**config.mk**
```make
export PLATFORM = sky130hd
export DESIGN_NAME = bus_drvr_fifo
export DESIGN_NICKNAME = d
export VERILOG_FILES = /design/src/rtl/bus_pkg.sv /design/src/rtl/bus_drvr_fifo.sv
export SDC_FILE = /design/constraint.sdc
export NUM_CORES = 1
export LEC_CHECK = 0
export BUFFER_PORTS_ARGS = -buffer_cell sky130_fd_sc_hd__buf_2
export CORE_UTILIZATION = 40
export CTS_BUF_LIST = sky130_fd_sc_hd__clkbuf_4 sky130_fd_sc_hd__clkbuf_8
export CTS_CLUSTER_DIAMETER = 30
export DETAILED_ROUTE_END_ITERATION = 6
export MAX_ROUTING_LAYER = met4
export SLEW_MARGIN = 10
export SYNTH_ARGS = -nofsm -noshare
export SYNTH_HDL_FRONTEND = slang
export SYNTH_SLANG_ARGS = --single-unit
```
**constraint.sdc**
```tcl
create_clock -name clk -period 2.2 [get_ports clk]
set_input_delay 0.33 -clock clk [delete_from_list [all_inputs] [get_ports clk]]
set_output_delay 0.33 -clock clk [all_outputs]
set_load 0.05 [all_outputs]
```
**src/rtl/bus_pkg.sv**
```systemverilog
// Shared bus-side definitions: default packet width, default driver FIFO
// depth and the width of the optional statistics counters. The bus driver
// FIFO and the generator/arbiter both pull their defaults from here so the
// two ends of the bus always agree on the word size.
package bus_pkg;

  localparam int PCKG_DEF  = 16;
  localparam int DEPTH_DEF = 4;
  localparam int STAT_W    = 16;

endpackage

```
**src/rtl/bus_drvr_fifo.sv**
```systemverilog
// Bus driver FIFO: one instance per agent. The agent pushes packets; the
// generator/arbiter sees pndng/D_pop (first-word-fall-through) and pops.
// Overflow drops the incoming packet; popping an empty FIFO is ignored.
// Both events latch sticky flags that only reset clears.
// Optional build macro BUS_DRVR_FIFO_STATS_EN adds saturating push/pop/drop
// counters as extra outputs.
module bus_drvr_fifo
  import bus_pkg::*;
#(
  parameter int PCKG  = PCKG_DEF,
  parameter int DEPTH = DEPTH_DEF
) (
  input  logic                        clk,
  input  logic                        reset,
  input  logic                        push,
  input  logic [PCKG-1:0]             D_push,
  output logic                        full,
  input  logic                        pop,
  output logic [PCKG-1:0]             D_pop,
  output logic                        pndng,
  output logic [$clog2(DEPTH+1)-1:0]  count,
  output logic                        ovf,
  output logic                        udf
`ifdef BUS_DRVR_FIFO_STATS_EN
  ,
  output logic [STAT_W-1:0]           push_cnt,
  output logic [STAT_W-1:0]           pop_cnt,
  output logic [STAT_W-1:0]           drop_cnt
`endif
);

  localparam int AW = $clog2(DEPTH);
  localparam int CW = $clog2(DEPTH+1);

  logic [PCKG-1:0] mem [DEPTH];
  logic [AW-1:0]   wr_ptr;
  logic [AW-1:0]   rd_ptr;
  logic            push_acc;
  logic            pop_acc;
  logic            push_drop;
  logic            pop_empty;

  // Flags are pure decodes of the registered count, so no combinational path
  // exists from push/pop to full/pndng/count.
  assign full  = (count == CW'(DEPTH));
  assign pndng = (count != '0);

  // A push while full still fits when a pop frees the head slot in the same
  // cycle; a pop while empty never takes the packet being pushed.
  assign push_acc  = push && (!full || pop);
  assign pop_acc   = pop && pndng;
  assign push_drop = push && full && !pop;
  assign pop_empty = pop && !pndng;

  // Head packet is forced to zero whenever nothing is pending.
  assign D_pop = pndng ? mem[rd_ptr] : '0;

  // Packet storage: data only, never reset.
  always_ff @(posedge clk) begin
    if (push_acc) mem[wr_ptr] <= D_push;
  end

  // Pointers, occupancy and sticky error flags.
  always_ff @(posedge clk or posedge reset) begin
    if (reset) begin
      wr_ptr <= '0;
      rd_ptr <= '0;
      count  <= '0;
      ovf    <= 1'b0;
      udf    <= 1'b0;
    end else begin
      if (push_acc) wr_ptr <= wr_ptr + AW'(1);
      if (pop_acc)  rd_ptr <= rd_ptr + AW'(1);
      if (push_acc && !pop_acc)      count <= count + CW'(1);
      else if (!push_acc && pop_acc) count <= count - CW'(1);
      if (push_drop) ovf <= 1'b1;
      if (pop_empty) udf <= 1'b1;
    end
  end

`ifdef BUS_DRVR_FIFO_STATS_EN
  function automatic logic [STAT_W-1:0] sat_inc(input logic [STAT_W-1:0] v);
    return (v == {STAT_W{1'b1}}) ? v : v + STAT_W'(1);
  endfunction

  // Saturating event counters for accepted pushes, accepted pops and drops.
  always_ff @(posedge clk or posedge reset) begin
    if (reset) begin
      push_cnt <= '0;
      pop_cnt  <= '0;
      drop_cnt <= '0;
    end else begin
      if (push_acc)  push_cnt <= sat_inc(push_cnt);
      if (pop_acc)   pop_cnt  <= sat_inc(pop_cnt);
      if (push_drop) drop_cnt <= sat_inc(drop_cnt);
    end
  end
`endif

endmodule
```
==> run_results.csv, run 1 <==
group,metric,value,unit
setup_path,path_cells,"buf_12, mux4_1, and2_4, buf_6",
placement,hpwl,3.147,mm
floorplan,core,6944,um^2
sta,fmax,463.3,MHz
job,cap_viol_max_count,0,
setup_path,crit_path_max_fanout,5,
synth,synth_seq_area_share,72.87,%
sta,holdWs,0.1992,ns
synth,synthCells,142,
route,ant_nets,0,
floorplan,pin_count,43,
setup_path,rr_startpoint,"count[2]",
min_path,min_to,"mem[0][7]",
clock_network,clock_latency,0.34,ns
floorplan,chipHeight,87.83,um
min_path,hold_depth,1,
setup_path,cp-end-kind,"output port",
global_routing,use_met2,24.31,%
floorplan,row_count,30,
final_layout,nNetsFinal,229,
clock_network,cts_buffer_depth,2,
synth,synth_area,2947,um^2
final_layout,diodes,0,
min_path,hold_path_startpoint,"D_push[7]",
final_layout,syn2layout_area_growth,25.27,%
route,firstDrtPassIters,4,
synth,syn_area_per_cell,20.75,um^2
clock_network,cts_root_buf,"clkbuf_8",
final_layout,n_fill_cell,569,
sta,slew_headroom,71.95,%
sta,slew_violations,0,
sta,tightest_slew,0.4207,ns
sta,rsz0062_at_grt,"yes",
global_routing,grt_pass1_vias,1514,
floorplan,die_w,87.83,um
setup_path,crit_slowest_cell,"mux4_1",
setup_path,worst-path-buf-inv,2,
global_routing,use_met3,4.618,%
sta,skew,0.006428,ns
placement,globalplace.congestion,0.8219,
floorplan,die_area,7713,um^2
clock_network,clock_sinks,73,
sta,setup_viol,0,
route,drt-total-wl,4.999,mm
clock_network,cts_tree,"yes",
clock_network,h-tree-depth,3,
route,vias_per_cell,4.796,
sta,tns,0,ns
clock_network,numCtsBuffers,9,
setup_path,start_kind,"flop",
run_status,status,"complete, no violations",
synth,yosysUniqueCellTypes,24,
sta,min_period,2.159,ns
final_layout,final_core_util,53.15,%
sta,finalHoldViolCount,0,
route,avgRoutedWirePerCell,16.44,um
synth,ys_warn_count,0,
setup_path,slowest_delay,0.55,ns
global_routing,grt.met1_usage,15.27,%
setup_path,arrival,1.83,ns
sta,finalCritPeriodShare,98.11,%
synth,synth_largest_area_cell,"edfxtp_1",
setup_path,crit_type,"flop to output port",
setup_path,crit_family,"multiplexers",
route,vias,1458,
setup_path,rrSetupSlack,0.11,ns
global_routing,antenna_found_initial,0,
synth,synth_area_leaders,"edfxtp_1, dfrtp_1, mux4_1",
setup_path,required,1.87,ns
setup_path,reg2reg_depth,8,
setup_path,cp.depth,4,
synth,synth.net_count,168,
min_path,hold_class,"input pin to flop",
synth,ys_ff_latch,73,
clock_network,cts.reportedPaths.clkPinSlew,0.07,ns
synth,synth_top_area_share,65.22,%
placement,portBuffers,42,
route,drc_errors,0,
global_routing,grt_use_total,14.61,%
setup_path,rr_endpoint,"count[2]",
global_routing,grt.busiest_layer,"met2",
global_routing,grt_pass1_wl,7.348,mm
floorplan,start_util,42.43,%
route,drt_iter0_markers,92,
final_layout,drive_gt1_share,48.56,%
global_routing,grt_max_degree,20,
global_routing,overflow,0,
-- Yosys cell counts --
cell      number
mux2_1         1
xnor2_1        4
buf_2          2
inv_1          5
xor2_1         2
a31o_2         1
or3_1          1
dfrtp_1        9
buf_6          1
buf_12         1
nor2_1         1
mux4_2         8
fa_1           1
mux4_1         8
o21bai_1       1
a21boi_2       1
edfxtp_1      64
and2_1        20
ha_1           5
nor3b_2        1
nand2_1        1
nand3_1        1
mux2_2         1
clkbuf_1       2
-- cell type report --
| type | count | area, um^2 | area share [%] |
|---|---|---|---|
| repair buffers | 56 | 481.7 | 13.05 |
| clock inverters | 4 | 20.02 | 0.5424 |
| flip-flops and latches | 73 | 2152 | 58.30 |
| inverters | 5 | 18.77 | 0.5085 |
| clock buffers | 12 | 146.4 | 3.966 |
| well taps | 96 | 120.1 | 3.254 |
| multi-input cells | 58 | 752.0 | 20.37 |
-- state kept, by name, summed over array words and instances (netlist names) --
name    count
count       3
mem        64
ovf         1
rd_ptr      2
udf         1
wr_ptr      2
-- cells by family (layout without fill, tap and decap cells) --
logic type,after synthesis,after routing,synth area share [%]
adders and majority gates,6,6,2.803
muxes,18,18,14.01
DFF,73,73,72.87
AOI/OAI and AO/OA,3,3,0.9343
xor gates and xnor gates,6,6,1.783
and+or+nand+nor,25,25,5.308
buffers and inverters,11,77,2.293
-- worst reg2reg max path, stage by stage (launching register included) --
cell and delay, ns:
dfrtp_2 0.43, or3_1 0.41, nand2_2 0.11, ha_2 0.20, inv_2 0.04, fa_1 0.37
xor2_1 0.16, nor2_1 0.14, xor2_1 0.16
-- per-stage QoR --
stage                     setup WS [ns]  std cells  instance area, um^2
after detailed placement        0.07736        282                 3326
after global routing           -0.01821        304                 3691
after global placement           0.2101        282                 3326
final                           0.04148        304                 3691
after CTS                      -0.01608        299                 3517
after floorplan                 -0.1651        142                 2959
-- layer usage --
layer | wire (um) | share of wire (%)
met2 | 2590 | 52
met3 | 209 | 4.2
met5 | 0 | 0
met1 | 2071 | 41
met4 | 126 | 2.5
-- cells in the final DEF, fill, tap and decap left out, types with 5 or more instances in the layout --
cell type,count
buf_6,15
buf_4,9
edfxtp_1,64
and2_4,8
and2_1,12
mux4_2,13
buf_2,26
dfrtp_1,5
clkbuf_8,9
-- what timing repair did --
| action | 4_1_cts | 5_1_grt |
|---|---|---|
| endpoints found under the hold margin | 9 | 0 |
| cloned | 0 | 2 |
| resized for setup | 6 | 53 |
| hold buffers | 1 | 0 |
| endpoints found under the setup margin | 6 | 12 |
| buffers inserted | 0 | 3 |
-- how the worst max path moves through the flow --
stage                   start        to  slack, ns
floorplan            count[2]  count[1]      -0.17
global placement     count[0]  count[2]       0.21
detailed placement   count[2]  count[2]       0.08
CTS                 rd_ptr[0]  D_pop[6]      -0.02
global route         count[2]  count[2]      -0.02
finish              rd_ptr[0]  D_pop[6]       0.04
Power of run 1 is not shown: default switching activity piles up to over one toggle a cycle in this logic, so the estimate is an artifact.
==> run 2, diff against run 1 <==
--- a/config.mk
+++ b/config.mk
@@ -11,6 +11,7 @@
 export CTS_CLUSTER_DIAMETER = 30
 export DETAILED_ROUTE_END_ITERATION = 6
 export MAX_ROUTING_LAYER = met4
+export PLACE_DENSITY = 0.7
 export SLEW_MARGIN = 10
 export SYNTH_ARGS = -nofsm -noshare
 export SYNTH_HDL_FRONTEND = slang
==> run_results.csv, run 2 (synthesis results as in run 1) <==
group,metric,value,unit
sta,rsz0062_at_grt,"yes",
placement,hpwl,3.138,mm
setup_path,crit_slowest_cell,"mux4_2",
clock_network,numCtsBuffers,9,
clock_network,cts.reportedPaths.clkPinSlew,0.07,ns
floorplan,die_area,7713,um^2
route,vias_per_cell,4.860,
global_routing,overflow,0,
final_layout,drive_gt1_share,42.44,%
run_status,status,"complete, no violations",
placement,globalplace.congestion,0.7774,
route,drt-total-wl,4.783,mm
job,cap_viol_max_count,0,
sta,skew,0.005274,ns
placement,place_inst,283,
sta,min_period,2.141,ns
route,firstDrtPassIters,4,
clock_network,clock_sinks,73,
floorplan,die_w,87.83,um
floorplan,core,6944,um^2
floorplan,row_count,30,
setup_path,cp-end-kind,"output port",
clock_network,h-tree-depth,3,
route,vias,1463,
final_layout,syn2layout_area_growth,23.01,%
placement,postPlaceCellArea,3371,um^2
clock_network,cts_root_buf,"clkbuf_8",
sta,finalCritPeriodShare,97.30,%
sta,holdWs,0.2061,ns
global_routing,antenna_found_initial,0,
route,avgRoutedWirePerCell,15.89,um
global_routing,grt_max_degree,20,
final_layout,diodes,0,
final_layout,instances_no_fill,301,
sta,slew_headroom,76.79,%
floorplan,pin_count,43,
final_layout,nNetsFinal,227,
placement,dpl_worst_slack,0.1412,ns
sta,finalHoldViolCount,0,
global_routing,grt_pass1_wl,7.176,mm
global_routing,grt_pass1_vias,1507,
clock_network,clock_latency,0.33,ns
sta,fin_ws,0.05934,ns
floorplan,chipHeight,87.83,um
final_layout,stdcell_area,3625,um^2
setup_path,slowest_delay,0.47,ns
setup_path,required,1.87,ns
clock_network,cts_tree,"yes",
clock_network,cts_buffer_depth,2,
min_path,hold_class,"input pin to flop",
final_layout,final_cell_mix,"edfxtp_1, buf_2, and2_1",
final_layout,largest-register,"mem",
final_layout,top_regs,"mem x64, count x3",
route,drc_errors,0,
sta,setup_viol,0,
final_layout,final_common_cell,"edfxtp_1",
setup_path,arrival,1.81,ns
floorplan,start_util,42.43,%
route,ant_nets,0,
setup_path,start_kind,"flop",
final_layout,largest_register_ffs,64,
placement,portBuffers,42,
setup_path,crit_type,"flop to output port",
sta,fmax,467.1,MHz
global_routing,grt_use_total,14.03,%
sta,tightest_slew,0.3478,ns
route,drt_iter0_markers,40,
sta,slew_violations,0,
setup_path,path_cells,"clkbuf_16, mux4_2, and2_1, buf_2",
setup_path,crit_path_max_fanout,6,
==> run 2: cell types whose count changed in the layout (fill, tap and decap cells not counted), sizes merged <==
| cell | delta |
|---|---|
| clkinv | +1 |
| buf | -1 |
| bufinv | +1 |
| clkbuf | -3 |
| clkinvlp | -1 |
==> run 2: layer usage <==
layer	global-route usage (%)	up-vias	wire [um]
met1	14.09	749	1902
li1	-	670	-
met2	24.10	32	2590
met5	-	-	0
met3	3.959	12	178
met4	8.495	0	112
==> run 2: repair_timing <==
action                     CTS  global route
gates cloned                 0             1
gates resized for setup      1            24
hold endpoints to repair     9             0
setup endpoints to repair    1             8
hold buffers                 1             0
buffers inserted             0             1
==> run 2: cell type report <==
type | count | area [um^2]
fill | 545 | 3319
clock inverter | 5 | 47.55
inverter | 5 | 18.77
tap | 96 | 120.1
sequential | 73 | 2152
multi-input combinational | 58 | 729.5
timing repair buffer | 54 | 425.4
clock buffer | 10 | 131.4
==> run 2: critical path, delay by kind of cell, from the launching register on <==
kind | cells | cell delay (ns)
multiplexers | 1 | 0.47
flip-flops | 1 | 0.43
buffers and inverters | 2 | 0.39
AND/OR/NAND/NOR | 1 | 0.18
==> run 2: final timing paths <==
kind | startpoint | endpoint | slack (ns) | cells after the start
worst max-delay path | rd_ptr[0] | D_pop[13] | 0.06 | 4
worst min-delay path | D_push[0] | mem[0][0] | 0.21 | 1
worst max register to register | count[0] | count[2] | 0.12 | 8
worst min register to register | ovf | ovf | 0.47 | 1
max in group asynchronous | reset | rd_ptr[0] | 1.43 | 3
min in group asynchronous | reset | ovf | 0.50 | 3
==> run 2: per-stage QoR <==
stage               util (%)   TNS, ns
floorplan                  -   -0.2216
global placement       48.54         0
detailed placement     48.54         0
CTS                    51.30         0
global route           52.20  -0.06483
finish                 52.20         0
Power of run 2 is left out for the same reason.
==> run 3, diff against run 2 <==
==> constraint.sdc (replaced) <==
create_clock -name clk -period 2.2 [get_ports clk]
set_input_delay 0.44 -clock clk [delete_from_list [all_inputs] [get_ports clk]]
set_output_delay 0.44 -clock clk [all_outputs]
set_load 0.05 [all_outputs]
==> run_results.csv, run 3 (synthesis results as in run 1) <==
group,metric,value,unit
sta,slew_headroom,45.32,%
floorplan,start_util,42.43,%
global_routing,grt.met1_usage,17.14,%
clock_network,cts_hold_buffers,0,
global_routing,use_met2,25.65,%
floorplan,chipHeight,87.83,um
final_layout,final_common_cell,"edfxtp_1",
sta,rsz0062_at_grt,"yes",
setup_path,crit_type,"flop to output port",
sta,tightest_slew,0.8202,ns
placement,postPlaceCellArea,3348,um^2
final_layout,top_regs,"mem x64, count x3",
placement,hpwl,3.116,mm
sta,skew,0.005753,ns
clock_network,clock_latency,0.33,ns
final_layout,drive_gt1_share,53.62,%
route,vias_per_cell,4.809,
route,firstDrtPassIters,4,
min_path,hold_class,"input pin to asynchronous set/reset pin",
final_layout,syn2layout_area_growth,24.20,%
global_routing,overflow,0,
clock_network,h-tree-depth,3,
route,avgRoutedWirePerCell,16.73,um
final_layout,nNetsFinal,228,
setup_path,required,1.76,ns
route,vias,1457,
sta,fmax,457.5,MHz
placement,globalplace.congestion,0.7572,
sta,finalCritPeriodShare,99.35,%
final_layout,stdcell_area,3660,um^2
clock_network,clock_sinks,73,
clock_network,cts_root_buf,"clkbuf_8",
global_routing,use_met3,3.676,%
placement,place_inst,285,
final_layout,largest-register,"mem",
route,drt_iter0_markers,84,
global_routing,grt_pass1_vias,1542,
sta,setup_viol,0,
clock_network,cts_buffer_depth,2,
final_layout,largest_register_ffs,64,
final_layout,n_fill_cell,564,
floorplan,pin_count,43,
global_routing,grt.busiest_layer,"met2",
job,cap_viol_max_count,0,
final_layout,diodes,0,
setup_path,cp-end-kind,"output port",
floorplan,row_count,30,
clock_network,numCtsBuffers,9,
setup_path,crit_path_max_fanout,8,
final_layout,instances_no_fill,303,
sta,holdWs,0.07190,ns
sta,finalHoldViolCount,0,
route,drt-total-wl,5.068,mm
clock_network,cts_tree,"yes",
floorplan,core,6944,um^2
route,drc_errors,0,
final_layout,final_cell_mix,"edfxtp_1, buf_2, mux4_2, and2_4, buf_6",
global_routing,grt_max_degree,20,
floorplan,die_w,87.83,um
sta,slew_violations,0,
global_routing,antenna_found_initial,0,
setup_path,arrival,1.75,ns
global_routing,grt_pass1_wl,7.990,mm
placement,portBuffers,42,
floorplan,die_area,7713,um^2
sta,min_period,2.186,ns
clock_network,cts.reportedPaths.clkPinSlew,0.07,ns
run_status,status,"complete, no violations",
global_routing,grt_use_total,15.19,%
setup_path,start_kind,"flop",
route,ant_nets,0,
==> run 3: worst paths after layout <==
check / cells after the start / slack, ns / startpoint / to
max in group asynchronous: 2 / 1.83 / reset / count[0]
setup reg to reg: 8 / 0.16 / count[2] / count[2]
hold / removal: 2 / 0.07 / reset / wr_ptr[1]
setup / recovery: 4 / 0.01 / rd_ptr[0] / D_pop[13]
min in group clk: 1 / 0.32 / D_push[12] / mem[1][12]
hold reg to reg: 1 / 0.46 / ovf / ovf
==> run 3: critical path: stages, from the launching register on <==
cell and delay (ns):
dfrtp_2 0.43, buf_12 0.16, mux4_2 0.50, and2_4 0.18
buf_6 0.14
==> run 3: per-stage QoR <==
stage	TNS (ns)	util [%]	worst slack (ns)
global placement	0	48.22	0.2151
finish	0	52.70	0.01441
CTS	-0.2765	52.97	-0.05806
floorplan	-0.2222	-	-0.1651
global route	-0.4913	52.70	-0.06245
detailed placement	0	48.22	0.1738
==> run 3: routing by layer <==
layer  up-vias  wire (um)
met4         0        104
met1       755       2101
met5         -          0
li1        667          -
met3        10        125
met2        25       2736
==> run 3: what timing repair did <==
action                                  CTS  global route
setup buffers                             2             0
cloned                                    1             0
resized for setup                        53             8
endpoints found under the setup margin   16            16
==> run 3: cell type report <==
type / instances / area [um^2] / share of cell area (%)
Clock buffer: 11 / 138.9 / 3.795
Multi-Input combinational cell: 58 / 750.7 / 20.51
Sequential cell: 73 / 2152 / 58.80
Timing Repair Buffer: 55 / 456.7 / 12.48
Inverter: 5 / 18.77 / 0.5128
Tap cell: 96 / 120.1 / 3.282
Clock inverter: 5 / 22.52 / 0.6154
Power of run 3 is left out for the same reason.
